[src/rtl/counter_pkg.sv]
// rtl/counter_pkg.sv - shared mode constants and load clamp helper for counter_capture_n
package counter_pkg;

    localparam int MODE_WRAP = 0;
    localparam int MODE_SAT  = 1;

    // Widths up to 32 bits are handled by working in a 32-bit container.
    function automatic logic [31:0] clamp_to_max(input logic [31:0] value,
                                                 input logic [31:0] max);
        return (value > max) ? max : value;
    endfunction

endpackage

[src/rtl/counter_capture_n_if.sv]
// rtl/counter_capture_n_if.sv - control and snapshot bundle between counter_capture_n and its user
interface counter_capture_n_if #(
    parameter int WIDTH = 4
);
    logic             en;
    logic             up_dn;
    logic             load;
    logic [WIDTH-1:0] load_val;
    logic             save;
    logic             cap_ack;
    logic [WIDTH-1:0] count;
    logic [WIDTH-1:0] capture;
    logic             capture_valid;
    logic             wrap;
    logic             cap_overrun;

    modport master (
        output en, up_dn, load, load_val, save, cap_ack,
        input  count, capture, capture_valid, wrap, cap_overrun
    );

    modport slave (
        input  en, up_dn, load, load_val, save, cap_ack,
        output count, capture, capture_valid, wrap, cap_overrun
    );
endinterface

[src/rtl/edge_detect_rise.sv]
// rtl/edge_detect_rise.sv - single-cycle rising-edge detector for a level input
module edge_detect_rise (
    input  logic clk,
    input  logic rst_n,
    input  logic d,
    output logic pulse
);
    logic d_q;

    // Reset to 1 so an input already high when reset releases is not seen as an edge.
    always_ff @(posedge clk) begin
        if (!rst_n) begin
            d_q <= 1'b1;
        end else begin
            d_q <= d;
        end
    end

    assign pulse = d & ~d_q;
endmodule

[src/rtl/counter_capture_n.sv]
// rtl/counter_capture_n.sv - up/down modulo counter with edge-triggered snapshot and ack handshake
module counter_capture_n
    import counter_pkg::*;
#(
    parameter int               WIDTH    = 4,
    parameter logic [WIDTH-1:0] MAX_VAL  = {WIDTH{1'b1}},
    parameter int               SATURATE = 0
) (
    input logic                clk,
    input logic                rst_n,
    counter_capture_n_if.slave bus
);
    localparam logic SAT_MODE = (SATURATE == MODE_SAT);

    logic [WIDTH-1:0] count_q;
    logic [WIDTH-1:0] count_nxt;
    logic             wrap_q;
    logic             wrap_nxt;
    logic [WIDTH-1:0] load_clamped;
    logic [WIDTH-1:0] capture_q;
    logic             capture_valid_q;
    logic             cap_overrun_q;
    logic             cap_event;

    edge_detect_rise u_save_edge (
        .clk   (clk),
        .rst_n (rst_n),
        .d     (bus.save),
        .pulse (cap_event)
    );

    assign load_clamped = WIDTH'(clamp_to_max(32'(bus.load_val), 32'(MAX_VAL)));

    // Limits are compared before stepping so the result never needs a carry bit.
    always_comb begin
        count_nxt = count_q;
        wrap_nxt  = 1'b0;
        if (bus.load) begin
            count_nxt = load_clamped;
        end else if (bus.en) begin
            if (bus.up_dn) begin
                if (count_q == MAX_VAL) begin
                    wrap_nxt  = 1'b1;
                    count_nxt = SAT_MODE ? MAX_VAL : '0;
                end else begin
                    count_nxt = count_q + 1'b1;
                end
            end else begin
                if (count_q == '0) begin
                    wrap_nxt  = 1'b1;
                    count_nxt = SAT_MODE ? '0 : MAX_VAL;
                end else begin
                    count_nxt = count_q - 1'b1;
                end
            end
        end
    end

    always_ff @(posedge clk) begin
        if (!rst_n) begin
            count_q <= '0;
            wrap_q  <= 1'b0;
        end else begin
            count_q <= count_nxt;
            wrap_q  <= wrap_nxt;
        end
    end

    // A capture on the same edge as an ack wins; the ack is taken as covering the old value.
    always_ff @(posedge clk) begin
        if (!rst_n) begin
            capture_q       <= '0;
            capture_valid_q <= 1'b0;
            cap_overrun_q   <= 1'b0;
        end else if (cap_event) begin
            capture_q       <= count_q;
            capture_valid_q <= 1'b1;
            if (capture_valid_q && !bus.cap_ack) begin
                cap_overrun_q <= 1'b1;
            end
        end else if (bus.cap_ack) begin
            capture_valid_q <= 1'b0;
        end
    end

    assign bus.count         = count_q;
    assign bus.capture       = capture_q;
    assign bus.capture_valid = capture_valid_q;
    assign bus.wrap          = wrap_q;
    assign bus.cap_overrun   = cap_overrun_q;
endmodule

[src/flat_wrapper.sv]
// flat-port wrapper written by rule: the top's interface ports become plain ports
module counter_capture_n_flat import counter_pkg::*;
#(
    parameter int               WIDTH    = 4,
    parameter logic [WIDTH-1:0] MAX_VAL  = {WIDTH{1'b1}},
    parameter int               SATURATE = 0
)
  (clk, rst_n, bus_en, bus_up_dn, bus_load, bus_load_val, bus_save, bus_cap_ack, bus_count, bus_capture, bus_capture_valid, bus_wrap, bus_cap_overrun);
  counter_capture_n_if #(.WIDTH(WIDTH)) bus_i ();
  input logic clk;
  input logic rst_n;
  input wire logic [$bits(bus_i.en)-1:0] bus_en;
  input wire logic [$bits(bus_i.up_dn)-1:0] bus_up_dn;
  input wire logic [$bits(bus_i.load)-1:0] bus_load;
  input wire logic [$bits(bus_i.load_val)-1:0] bus_load_val;
  input wire logic [$bits(bus_i.save)-1:0] bus_save;
  input wire logic [$bits(bus_i.cap_ack)-1:0] bus_cap_ack;
  output wire logic [$bits(bus_i.count)-1:0] bus_count;
  output wire logic [$bits(bus_i.capture)-1:0] bus_capture;
  output wire logic [$bits(bus_i.capture_valid)-1:0] bus_capture_valid;
  output wire logic [$bits(bus_i.wrap)-1:0] bus_wrap;
  output wire logic [$bits(bus_i.cap_overrun)-1:0] bus_cap_overrun;
  assign bus_i.en = bus_en;
  assign bus_i.up_dn = bus_up_dn;
  assign bus_i.load = bus_load;
  assign bus_i.load_val = bus_load_val;
  assign bus_i.save = bus_save;
  assign bus_i.cap_ack = bus_cap_ack;
  assign bus_count = bus_i.count;
  assign bus_capture = bus_i.capture;
  assign bus_capture_valid = bus_i.capture_valid;
  assign bus_wrap = bus_i.wrap;
  assign bus_cap_overrun = bus_i.cap_overrun;
  counter_capture_n #(.WIDTH(WIDTH), .MAX_VAL(MAX_VAL), .SATURATE(SATURATE)) u_core (.clk(clk), .rst_n(rst_n), .bus(bus_i));
endmodule
[config.mk]
export PLATFORM = sky130hd
export DESIGN_NAME = counter_capture_n_flat
export DESIGN_NICKNAME = d
export VERILOG_FILES = /design/src/rtl/counter_pkg.sv /design/src/rtl/counter_capture_n_if.sv /design/src/rtl/edge_detect_rise.sv /design/src/rtl/counter_capture_n.sv /design/src/flat_wrapper.sv
export SDC_FILE = /design/constraint.sdc
export NUM_CORES = 1
export LEC_CHECK = 0
export ABC_AREA = 1
export CORE_ASPECT_RATIO = 0.9
export CORE_MARGIN = 3
export CORE_UTILIZATION = 40
export DETAILED_ROUTE_END_ITERATION = 6
export GPL_TIMING_DRIVEN = 1
export HOLD_SLACK_MARGIN = 0.08
export PLACE_DENSITY_LB_ADDON = 0.1
export SYNTH_ARGS = -nofsm -noshare
export SYNTH_HDL_FRONTEND = slang
export SYNTH_HIERARCHICAL = 1
export SYNTH_SLANG_ARGS = --single-unit
[constraint.sdc]
create_clock -name clk -period 1.5 [get_ports clk]
set_input_delay 0.15 -clock clk [delete_from_list [all_inputs] [get_ports clk]]
set_output_delay 0.15 -clock clk [all_outputs]
set_load 0.02 [all_outputs]
==> results by group <==
Run status
  • Outcome: completed

Pwr
  • VDD IR max: between 0.7 and 0.8 mV
  • Total Power: 0.8096 mW
  • Cell leakage power: approximately 0.4 nW
  • Power Density: 907.5 mW/mm²

Setup path
  • Max stage delay cell, worst path: clkdlybuf4s50_1
  • Crit path kind: reg -> out
  • Crit-path cells: clkdlybuf4s50_1
  • Worst r2r src: u_core/bus.count[1]
  • Req. time, crit path: 1.35 ns
  • Crit path arrival time: roughly 1.2 ns
  • Reg2Reg Setup Slack: approximately 0.22 ns
  • R2r endpoint: u_core/bus.count[0]
  • CP peak stage delay: a little over 0.6 ns
  • Worst path bufs/invs: 1
  • Crit start category: flop
  • Largest delay share family, worst path: buffers and inverters
  • Worst-path maximum fanout: 2
  • Worst setup EP type: output port
  • Reg2reg path depth: 8

Placement
  • Worst slack at placement: roughly 0.12 ns
  • IO Port Bufs: 21
  • Dpl hpwl: between 1 and 1.5 mm
  • Placer Congestion: 0.8672

Final layout
  • Register Area: 241.5 µm²
  • Fraction of layout cells with a size suffix above 1: between 15 and 20%
  • P&R area growth vs syn: 44.92%
  • Core Util, Final: around two thirds
  • Area of the multi-input gates: ~310 µm²
  • Fill cells: between 100 and 150
  • Final net count: 124
  • Ant. Diodes: 0

GRT
  • Vias in the first global route: 565
  • Largest net degree at the start of global routing: 9
  • GRT overflow: 0
  • First-pass GRT wire length: roughly 2.4 mm
  • GR Util All Layers: 16.19%
  • Initial antenna violation count: 0

Die
  • Die area: 0.002046 mm²
  • Row count: 12
  • Core ar.: approximately 0.0013 mm²
  • Io pins: 22
  • Starting Density: roughly 46%
  • Die Y: ~43 µm
  • Die X: ~47 µm

Timing
  • RSZ-0062 raised after global routing: no
  • Setup-failing EPs final: 0
  • Final Critical Period: between 1 and 1.5 ns
  • Hold_ws: 0.4412 ns
  • Rel. slew slack: approximately four fifths
  • Post-route clock period utilization: 91.39%
  • Final hold violation count: 0
  • Worst slew pin tran: approximately 0.28 ns
  • Min setup slack post-route: roughly 0.13 ns
  • Highest clock rate: around 730 MHz
  • Fin. max-slew vios: 0
  • Final TNS setup: 0 ns
  • Clock Skews: ~0.0023 ns

Logic synthesis
  • Synth warnings: 6
  • Syn Inst Count: between 80 and 90
  • Syn Area/Cell: around 7.4 µm²
  • Most frequent cells after synthesis: 15 x nand2_1, 12 x dfxtp_1, 12 x inv_1
  • Synth Register Bits: 12
  • Yosys cell types: 22
  • Post-Syn Area: roughly 620 µm²
  • Net Count, Synth: 96
  • Count leader, synth: nand2_1
  • Async SR Flop Fraction: 0%
  • Post-synth top flop: dfxtp_1
  • Leading post-synthesis cells by cell area: dfxtp_1 39%, nand2_1 9.1%, a21oi_1 7.3%
  • Synth area leader: dfxtp_1
  • Register area share after synthesis: 39.02%
  • Post-synth EDFFs: 0
  • Share of the synthesized area in the top cell type: 39.02%

Drt
  • Routed Antenna Nets: 0
  • Total DRC errors in the routed layout: 0
  • Via density: roughly 5
  • Via Count: just over 600
  • Routed wire length: about 1.5 mm
  • Drt wl/cell: 11.72 µm
  • Drt pass-1 iters: 4
  • Starting DRT DRC Count: 10

Clocking
  • Clock slew at reported path FFs: 0.08 ns
  • # hold bufs at CTS: 0
  • CTS tree: done
  • Clk sink count: 12
  • Clock Path Buffers: 2
  • Num CTS Buffers: 3
  • CTS root buf: clkbuf_4
  • Worst skew pair latency: 0.27 ns
  • H-Tree Depth: 1

Worst hold path
  • Hold Path Sink: u_core/u_save_edge/d_q
  • HP Class: in -> reg
  • Hold Startpoint: bus_save
  • Worst Hold Path Cells: 3

Flow run
  • Maxcap violations: 0
-- how the worst max path moves through the flow --
stage	start	end	slack [ns]	depth (start not counted)
6_report	u_core/bus.capture[3]	bus_capture[3]	0.13	1
3_3_place_gp	u_core/bus.count[1]	u_core/bus.count[3]	0.15	8
3_5_place_dp	bus_up_dn	u_core/bus.wrap	0.12	5
4_1_cts	u_core/bus.capture[3]	bus_capture[3]	0.11	1
5_1_grt	u_core/bus.count[1]	u_core/bus.count[3]	0.07	8
2_1_floorplan	u_core/bus.count[0]	u_core/bus.count[0]	0.10	8
-- layout make-up --
class,count,area share [%]
Multi-Input combinational cell,57,35.20
Sequential cell,12,27.07
Timing Repair Buffer,25,26.65
Inverter,12,5.049
Clock buffer,4,4.067
Tap cell,14,1.964
-- state kept, by name, indices dropped and copies added (netlist names) --
signal / count
u_core/u_save_edge/d_q: 1
u_core/bus.capture_valid: 1
u_core/bus.count: 4
u_core/bus.capture: 4
u_core/bus.wrap: 1
u_core/bus.cap_overrun: 1
-- power by group --
group	switching [mW]	leakage (nW)	internal (mW)
Combinational	0.104	0.271	0.0928
Clock	0.117	0.0210	0.148
Sequential	0.0118	0.0989	0.337
-- kinds of logic (layout without fill, tap and decap cells) --
family,count (synthesis),in the layout,synth area share [%]
adder cells (fa/ha/maj),2,2,4.064
AO/OA/AOI/OAI,20,20,18.50
buffers and inverters,14,41,9.958
AND/OR/NAND/NOR,33,33,25.61
flip-flops,12,12,39.02
XOR/XNOR,2,2,2.846
-- stage by stage --
stage | cells | area, µm²
after floorplan | 83 | 615.6
after global placement | 120 | 857.1
after detailed placement | 120 | 857.1
after CTS | 124 | 890.9
after global routing | 124 | 892.1
final | 124 | 892.1
-- metal layers --
layer  global-route usage (%)  vias to the layer above  share of wire (%)
met5                        0                        -                  0
met4                    1.657                        0                  0
met3                    6.780                        0                6.5
met2                    25.13                       18                 47
met1                    21.21                      278                 47
li1                         -                      325                  -
-- layout by cell type, fill, tap and decap left out, types with 2 or more instances in the layout --
master,netlist,routed
clkbuf_4,0,3
nand3_1,5,5
nand2_1,15,15
ha_1,2,2
inv_1,12,12
nor2_1,6,6
dfxtp_1,12,11
buf_4,0,4
nor2_2,3,3
a21oi_1,9,9
clkdlybuf4s50_1,0,19
a21oi_2,2,2
dlygate4sd2_1,0,2
o21ai_0,5,5
-- repair_timing --
action | CTS | global route
resized for setup | 2 | 1
hold endpoints to repair | 0 | 0
endpoints found under the setup margin | 2 | 2
setup buffers | 0 | 0
Power figures use the tool's default switching activity.
